`src/rtl/adder4_bist.sv`:
```
// rtl/adder4_bist.sv - built-in self test sweeping every operand pair through a 4-bit adder under test.
// Optional macro ADDER4_BIST_DIRECTED_EN prepends two directed vectors (14,14) and (2,8) to the sweep.
module adder4_bist #(
    parameter int SETTLE_CYCLES = 2
) (
    input  logic       clk,
    input  logic       rst_n,
    input  logic       start,
    input  logic       abort,
    output logic [3:0] dut_a,
    output logic [3:0] dut_b,
    input  logic [3:0] dut_sum,
    input  logic       dut_carryout,
    input  logic       dut_overflow,
    output logic       busy,
    output logic       done,
    output logic       pass,
    output logic [8:0] err_count,
    output logic       fail_valid,
    output logic [3:0] fail_a,
    output logic [3:0] fail_b
);

`ifdef ADDER4_BIST_DIRECTED_EN
    localparam int IDX_W = 9;
    localparam logic [IDX_W-1:0] LAST_IDX = 9'd257;
`else
    localparam int IDX_W = 8;
    localparam logic [IDX_W-1:0] LAST_IDX = 8'd255;
`endif
    localparam logic [3:0] SETTLE_LAST = (SETTLE_CYCLES == 0) ? 4'd0 : 4'(SETTLE_CYCLES - 1);

    typedef enum logic [2:0] {S_IDLE, S_APPLY, S_SETTLE, S_CHECK, S_DONE} state_t;

    state_t           state_q, state_d;
    logic [IDX_W-1:0] idx_q, idx_d;
    logic [3:0]       settle_q, settle_d;
    logic [3:0]       dut_a_q, dut_a_d, dut_b_q, dut_b_d;
    logic [8:0]       err_q, err_d;
    logic             fail_valid_q, fail_valid_d;
    logic [3:0]       fail_a_q, fail_a_d, fail_b_q, fail_b_d;

    logic [3:0] vec_a, vec_b;
    logic [4:0] exp_full;
    logic       exp_ovf;
    logic       mismatch;
    logic       busy_w;

    always_comb begin
`ifdef ADDER4_BIST_DIRECTED_EN
        logic [7:0] sweep_idx;
        sweep_idx = idx_q[7:0] - 8'd2;
        if (idx_q == 9'd0) begin
            vec_a = 4'd14;
            vec_b = 4'd14;
        end else if (idx_q == 9'd1) begin
            vec_a = 4'd2;
            vec_b = 4'd8;
        end else begin
            vec_a = sweep_idx[7:4];
            vec_b = sweep_idx[3:0];
        end
`else
        vec_a = idx_q[7:4];
        vec_b = idx_q[3:0];
`endif
    end

    // Reference results come from the registered operands the adder is currently seeing.
    always_comb begin
        exp_full = {1'b0, dut_a_q} + {1'b0, dut_b_q};
        exp_ovf  = (dut_a_q[3] == dut_b_q[3]) && (exp_full[3] != dut_a_q[3]);
        mismatch = (dut_sum != exp_full[3:0]) || (dut_carryout != exp_full[4]) ||
                   (dut_overflow != exp_ovf);
    end

    assign busy_w = (state_q != S_IDLE) && (state_q != S_DONE);

    always_comb begin
        state_d      = state_q;
        idx_d        = idx_q;
        settle_d     = settle_q;
        dut_a_d      = dut_a_q;
        dut_b_d      = dut_b_q;
        err_d        = err_q;
        fail_valid_d = fail_valid_q;
        fail_a_d     = fail_a_q;
        fail_b_d     = fail_b_q;
        if (abort && (busy_w || state_q == S_DONE)) begin
            state_d = S_IDLE;
        end else begin
            case (state_q)
                S_IDLE, S_DONE: begin
                    if (start) begin
                        state_d      = S_APPLY;
                        idx_d        = '0;
                        err_d        = '0;
                        fail_valid_d = 1'b0;
                        fail_a_d     = '0;
                        fail_b_d     = '0;
                    end
                end
                S_APPLY: begin
                    dut_a_d  = vec_a;
                    dut_b_d  = vec_b;
                    settle_d = '0;
                    state_d  = (SETTLE_CYCLES == 0) ? S_CHECK : S_SETTLE;
                end
                S_SETTLE: begin
                    if (settle_q == SETTLE_LAST) begin
                        state_d = S_CHECK;
                    end else begin
                        settle_d = settle_q + 4'd1;
                    end
                end
                S_CHECK: begin
                    if (mismatch) begin
                        err_d = err_q + 9'd1;
                        if (!fail_valid_q) begin
                            fail_valid_d = 1'b1;
                            fail_a_d     = dut_a_q;
                            fail_b_d     = dut_b_q;
                        end
                    end
                    if (idx_q == LAST_IDX) begin
                        state_d = S_DONE;
                    end else begin
                        idx_d   = idx_q + 1'b1;
                        state_d = S_APPLY;
                    end
                end
                default: state_d = S_IDLE;
            endcase
        end
    end

    always_ff @(posedge clk or negedge rst_n) begin
        if (!rst_n) begin
            state_q      <= S_IDLE;
            idx_q        <= '0;
            settle_q     <= '0;
            dut_a_q      <= '0;
            dut_b_q      <= '0;
            err_q        <= '0;
            fail_valid_q <= 1'b0;
            fail_a_q     <= '0;
            fail_b_q     <= '0;
        end else begin
            state_q      <= state_d;
            idx_q        <= idx_d;
            settle_q     <= settle_d;
            dut_a_q      <= dut_a_d;
            dut_b_q      <= dut_b_d;
            err_q        <= err_d;
            fail_valid_q <= fail_valid_d;
            fail_a_q     <= fail_a_d;
            fail_b_q     <= fail_b_d;
        end
    end

    assign dut_a      = dut_a_q;
    assign dut_b      = dut_b_q;
    assign busy       = busy_w;
    assign done       = (state_q == S_DONE);
    assign pass       = (state_q == S_DONE) && (err_q == 9'd0);
    assign err_count  = err_q;
    assign fail_valid = fail_valid_q;
    assign fail_a     = fail_a_q;
    assign fail_b     = fail_b_q;

endmodule
```
`config.mk`:
```
export PLATFORM = sky130hd
export DESIGN_NAME = adder4_bist
export DESIGN_NICKNAME = d
export VERILOG_FILES = /design/src/rtl/adder4_bist.sv
export SDC_FILE = /design/constraint.sdc
export NUM_CORES = 1
export LEC_CHECK = 0
export ABC_CLOCK_PERIOD_IN_PS = 4800
export CORE_MARGIN = 10
export CORE_UTILIZATION = 50
export DETAILED_ROUTE_END_ITERATION = 16
export PLACE_DENSITY = 0.76
export SYNTH_ARGS = -nofsm -noshare
export SYNTH_HDL_FRONTEND = slang
export SYNTH_SLANG_ARGS = --single-unit
```
`constraint.sdc`:
```
create_clock -name clk -period 4.8 [get_ports clk]
set_input_delay 0.72 -clock clk [delete_from_list [all_inputs] [get_ports clk]]
set_output_delay 0.72 -clock clk [all_outputs]
set_load 0.01 [all_outputs]
```
==> Word-level counts from Yosys, hierarchy flattened <==
Index checks and enable logic that the tools add are counted.
{ "word_totals": {"input_bits": 10, "elab_cells": 75, "ff_bits": 41} }
{ "classes": {"add_sub_neg": 4, "muxes": 23, "n_bitwise": 1, "eq_ne": 19, "n_reduce_logical": 19} }
{ "op_table": {"columns": ["operator", "count"], "rows": [
  ["$mux 4", 6],
  ["$pmux 4 s2", 3],
  ["$mux 9", 2],
  ["$pmux 9 s2", 1],
  ["$mux 8", 2],
  ["$pmux 8 s2", 1],
  ["$mux 3", 4],
  ["$pmux 3 s4", 1],
  ["$ne 2x2->1 const B", 5],
  ["$add 9x1->9 const B", 1],
  ["$logic_not 9->1", 1],
  ["$ne 3x3->1 const B", 3],
  ["$add 8x1->8 const B", 1],
  ["$eq 8x8->1 const B", 1],
  ["$reduce_and 4->1", 2],
  ["$eq 3x2->1 const B", 2],
  ["$add 4x4->5", 1],
  ["$reduce_and 5->1", 1],
  ["$add 4x1->4 const B", 1],
  ["$eq 4x1->1 const B", 1],
  ["$logic_and 1x1->1", 4],
  ["$ne 4x4->1", 1],
  ["$reduce_and 2->1", 2],
  ["$reduce_bool 2->1", 2],
  ["other kinds (12)", 17]
]} }

==> Logic depth before layout (Yosys ltp) <==
{ "depth": {"ltp_word": 7, "ltp_mapped": 9} }

==> Worst setup path before layout <==
Ideal clock, no wire load.
{ "synth_path": {"path_kind": "reg-to-reg", "from": "register dut_a_q[0] (netlist: dut_a[0])", "to": "register fail_a_q[0] (netlist: fail_a[0])", "setup_time_ps": 122, "setup_slack_ps": 2379, "n_path_buf": 0, "required_ps": 4678, "stages_incl_launch_ff": 8, "arrival_ps": 2300, "period_less_slack_ps": 2421, "path_cell_list": "dfrtp_1 > ha_1 > fa_1 > xnor2_1 > xnor2_1 > nor4_1 > nand4_2 > a32o_1"} }
{ "synth_between": {"elab_chain_cells": 7, "elab_cells_between_ends": 13} }
{ "synth_lines": {"columns": ["item", "line_no", "text"], "rows": [
  ["start, declared", "38", "logic [3:0] dut_a_q, dut_a_d, dut_b_q, dut_b_d;"],
  ["start signal, assigned", "152", "dut_a_q <= dut_a_d;"],
  ["$add 4x4->5", "71", "exp_full = {1'b0, dut_a_q} + {1'b0, dut_b_q};"],
  ["$ne 1x1->1", "72", "exp_ovf = (dut_a_q[3] == dut_b_q[3]) && (exp_full[3] != dut_a_q[3]);"],
  ["$logic_and 1x1->1", "72", null],
  ["$ne 1x1->1", "74", "(dut_overflow != exp_ovf);"],
  ["$logic_or 1x1->1", "73", "mismatch = (dut_sum != exp_full[3:0]) || (dut_carryout != exp_full[4]) ||"],
  ["$ne 2x2->1 (no source line)", null, null],
  ["$reduce_and 5->1 (no source line)", null, null],
  ["end signal, assigned", "156", "fail_a_q <= fail_a_d;"],
  ["end, declared", "41", "logic [3:0] fail_a_q, fail_a_d, fail_b_q, fail_b_d;"]
]} }
Several ways; a longest one is shown, not always the timed one. The select of a mux whose other input is x is not followed.
A chain may end at the register's enable or synchronous reset.

==> Worst setup path after layout <==
{ "layout_path": {"from": "register dut_a_q[0] (netlist: dut_a[0])", "to": "register err_q[6] (netlist: err_count[6])"} }
{ "layout_between": {"elab_chain_cells": 7, "elab_cells_between_ends": 10} }
{ "layout_lines": {"columns": ["item", "line_no", "text"], "rows": [
  ["$add 4x4->5 *", "71", null],
  ["$ne 1x1->1", "72", null],
  ["$logic_and 1x1->1", "72", null],
  ["$ne 1x1->1", "74", null],
  ["$logic_or 1x1->1 *", "73", null],
  ["$ne 2x2->1 (no source line) *", null, null],
  ["$reduce_and 4->1 (no source line) *", null, null],
  ["end signal, assigned", "154", "err_q <= err_d;"],
  ["end, declared", "39", "logic [8:0] err_q, err_d;"]
]} }
Mark *: on every way between the ends. The rest lies on a longest branch, timed or not.

==> results.json <==
{
  "status": "finished clean",
  "final_cell_mix": "41 x dfrtp_1, 37 x clkdlybuf4s50_1, 19 x nor2_1, 15 x o21ai_0",
  "tritoncts": "built",
  "place_hpwl_um": 3630,
  "crit_path_end_kind": "flip-flop",
  "p_per_area_mw_per_mm2": 330,
  "rsz0062_at_grt": "no",
  "worstSetupPathType": "reg2reg",
  "dr.pass1.iters": 4,
  "post-route-period-util_pct": 56.7,
  "die_h_um": 87.2,
  "postCtsSetupRepairBufs": 0,
  "grt_pass1_wl_um": 8340,
  "grt.overflow.total": 0,
  "clock_skew_ns": 0.00366,
  "timing_worst_slew_pin_value_ns": 0.889,
  "drc": 0,
  "cap_viol_max_count": 0,
  "hold_violations": 0,
  "final_nets": 277,
  "numClockSinks": 41,
  "grt_max_degree": 42,
  "drt_iter0_drc": 126,
  "clock_path_buffers": 2,
  "start_util_pct": 51.8,
  "ir_worst_vdd_v": 0.000313,
  "die_width_um": 87.2,
  "io_buffers": 38,
  "yosysWarnings": 0,
  "ant_nets": 0,
  "grt_pass1_vias": 1667,
  "netlist_area_mm2": 0.00225,
  "synthFlopType": "dfrtp_1",
  "clock_latency_ns": 0.29,
  "arrival_ns": 2.89,
  "ctsResizeCount": 0,
  "synth_top_area_share_pct": 45.5,
  "synth.area.top_cells": "dfrtp_1 46%, ha_1 5.0%, a32o_1 4.0%",
  "die-area_mm2": 0.00760,
  "cts_made_buffers": 5,
  "area_growth_pct": 21.9,
  "layout_setup_ws_ns": 2.08,
  "yosysUniqueCellTypes": 47,
  "setup_viol": 0,
  "finalCriticalPeriod_ns": 2.72,
  "antenna_cells": 0,
  "wl_per_cell_um": 15.9,
  "synth_cells": 217,
  "place_congestion": 0.835,
  "drive_above_1_share_pct": 12.8,
  "path_clk_slew_ns": 0.08,
  "pin_count": 39,
  "final_common_cell": "dfrtp_1",
  "synth_top_cell_by_area": "dfrtp_1",
  "max_freq_mhz": 368,
  "core_mm2": 0.00435,
  "relSlewSlack_pct": 40.7,
  "synth-edff-count": 0,
  "hold_class": "reg2reg",
  "num_vias": 1774,
  "synth_nets": 237,
  "h-tree-depth": 2,
  "root_buffer": "clkbuf_8",
  "critPathLaunchType": "flip-flop",
  "num_rows": 24,
  "dp_slack_ns": 2.06,
  "ys_ff_latch": 41,
  "cp_data_required_time_ns": 4.97,
  "wl_um": 4930,
  "leakagePower_nw": 1.20,
  "synthArstFlopShare_pct": 100,
  "worst-path-max-fanout": 10,
  "holdBufCountCts": 0,
  "drv_slew": 0,
  "yosysSeqAreaShare_pct": 45.5,
  "setup_tns_ns": 0,
  "viasPerCell": 5.72,
  "avgSynthCellArea_um2": 10.4,
  "track_usage_pct": 13.3,
  "antenna_found_initial": 0
}
## worst paths after layout
check	cells after the start	from	endpoint	slack, ns
min in group asynchronous	1	rst_n	err_count[4]$_DFFE_PN0P_	0.54
hold reg to reg	1	fail_a[1]$_DFFE_PN0P_	fail_a[1]$_DFFE_PN0P_	0.49
setup / recovery	8	dut_a[0]$_DFFE_PN0P_	err_count[6]$_DFFE_PN0P_	2.08
max in group asynchronous	1	rst_n	settle_q[0]$_DFFE_PN0P_	3.69
hold / removal	1	fail_a[1]$_DFFE_PN0P_	fail_a[1]$_DFFE_PN0P_	0.49
setup reg to reg	8	dut_a[0]$_DFFE_PN0P_	err_count[6]$_DFFE_PN0P_	2.08
## critical path: stages (launching register included)
cell	delay, ns
dfrtp_1	0.45
ha_1	0.27
fa_1	0.41
xnor2_1	0.20
xnor2_1	0.09
nor4_1	0.39
nand4_2	0.38
nand2_2	0.28
o21ai_0	0.13
## cell usage after synthesis, drive strengths merged (3+ instances only)
master  number
a21oi        9
a31oi        3
a32o         9
and2         3
and3         8
clkbuf       4
dfrtp       41
ha           9
inv          9
mux2         7
nand2       10
nand2b       7
nand3       10
nand4        3
nor2        19
nor3         4
nor4         3
o21ai       18
o31ai        8
xnor2        5
xor2         7
## cell type report
| cell class | count | area (um2) |
|---|---|---|
| multi-input combinational | 161 | 1150 |
| clock inverter | 3 | 17.5 |
| inverter | 9 | 33.8 |
| sequential | 41 | 1030 |
| timing repair buffer | 39 | 383 |
| fill | 378 | 1610 |
| tap | 52 | 65.1 |
| clock buffer | 5 | 68.8 |
## flip-flops by register name (all words and copies together), names as in the netlist
register,cells
dut_b,4
dut_a,4
fail_valid,1
state_q,3
fail_b,4
fail_a,4
settle_q,4
err_count,9
idx_q,8
## where the power goes
| group | switching, mW | internal [mW] | total (mW) |
|---|---|---|---|
| registers | 0.0409 | 0.376 | 0.417 |
| clock network | 0.123 | 0.100 | 0.223 |
| logic | 0.151 | 0.115 | 0.266 |
## layer usage
| layer | vias up | wire [um] | global-route usage (%) |
|---|---|---|---|
| li1 | 884 | - | - |
| met1 | 849 | 2310 | 18.2 |
| met2 | 37 | 2270 | 20.1 |
| met3 | 4 | 307 | 4.03 |
| met4 | 0 | 43 | 3.04 |
| met5 | - | 0 | 0 |
## kinds of logic after synthesis
family	share of synthesized area (%)
mux	3.50
fa+ha+maj	5.88
buf+inv	3.27
flops	45.5
simple gates	19.6
xor+xnor	4.66
compound gates	17.5
## metrics by stage
step	utilization (%)	instances	hold WS [ns]	power [mW]	instance area, um2
after floorplan	-	217	0.424	0.591	2250
after global placement	61.1	302	0.478	0.685	2660
after detailed placement	61.1	302	0.480	0.690	2660
after CTS	63.1	310	0.498	0.912	2750
after global routing	63.1	310	0.502	0.967	2750
final	63.1	310	0.491	0.906	2750
(Power assumes the default switching activity.)
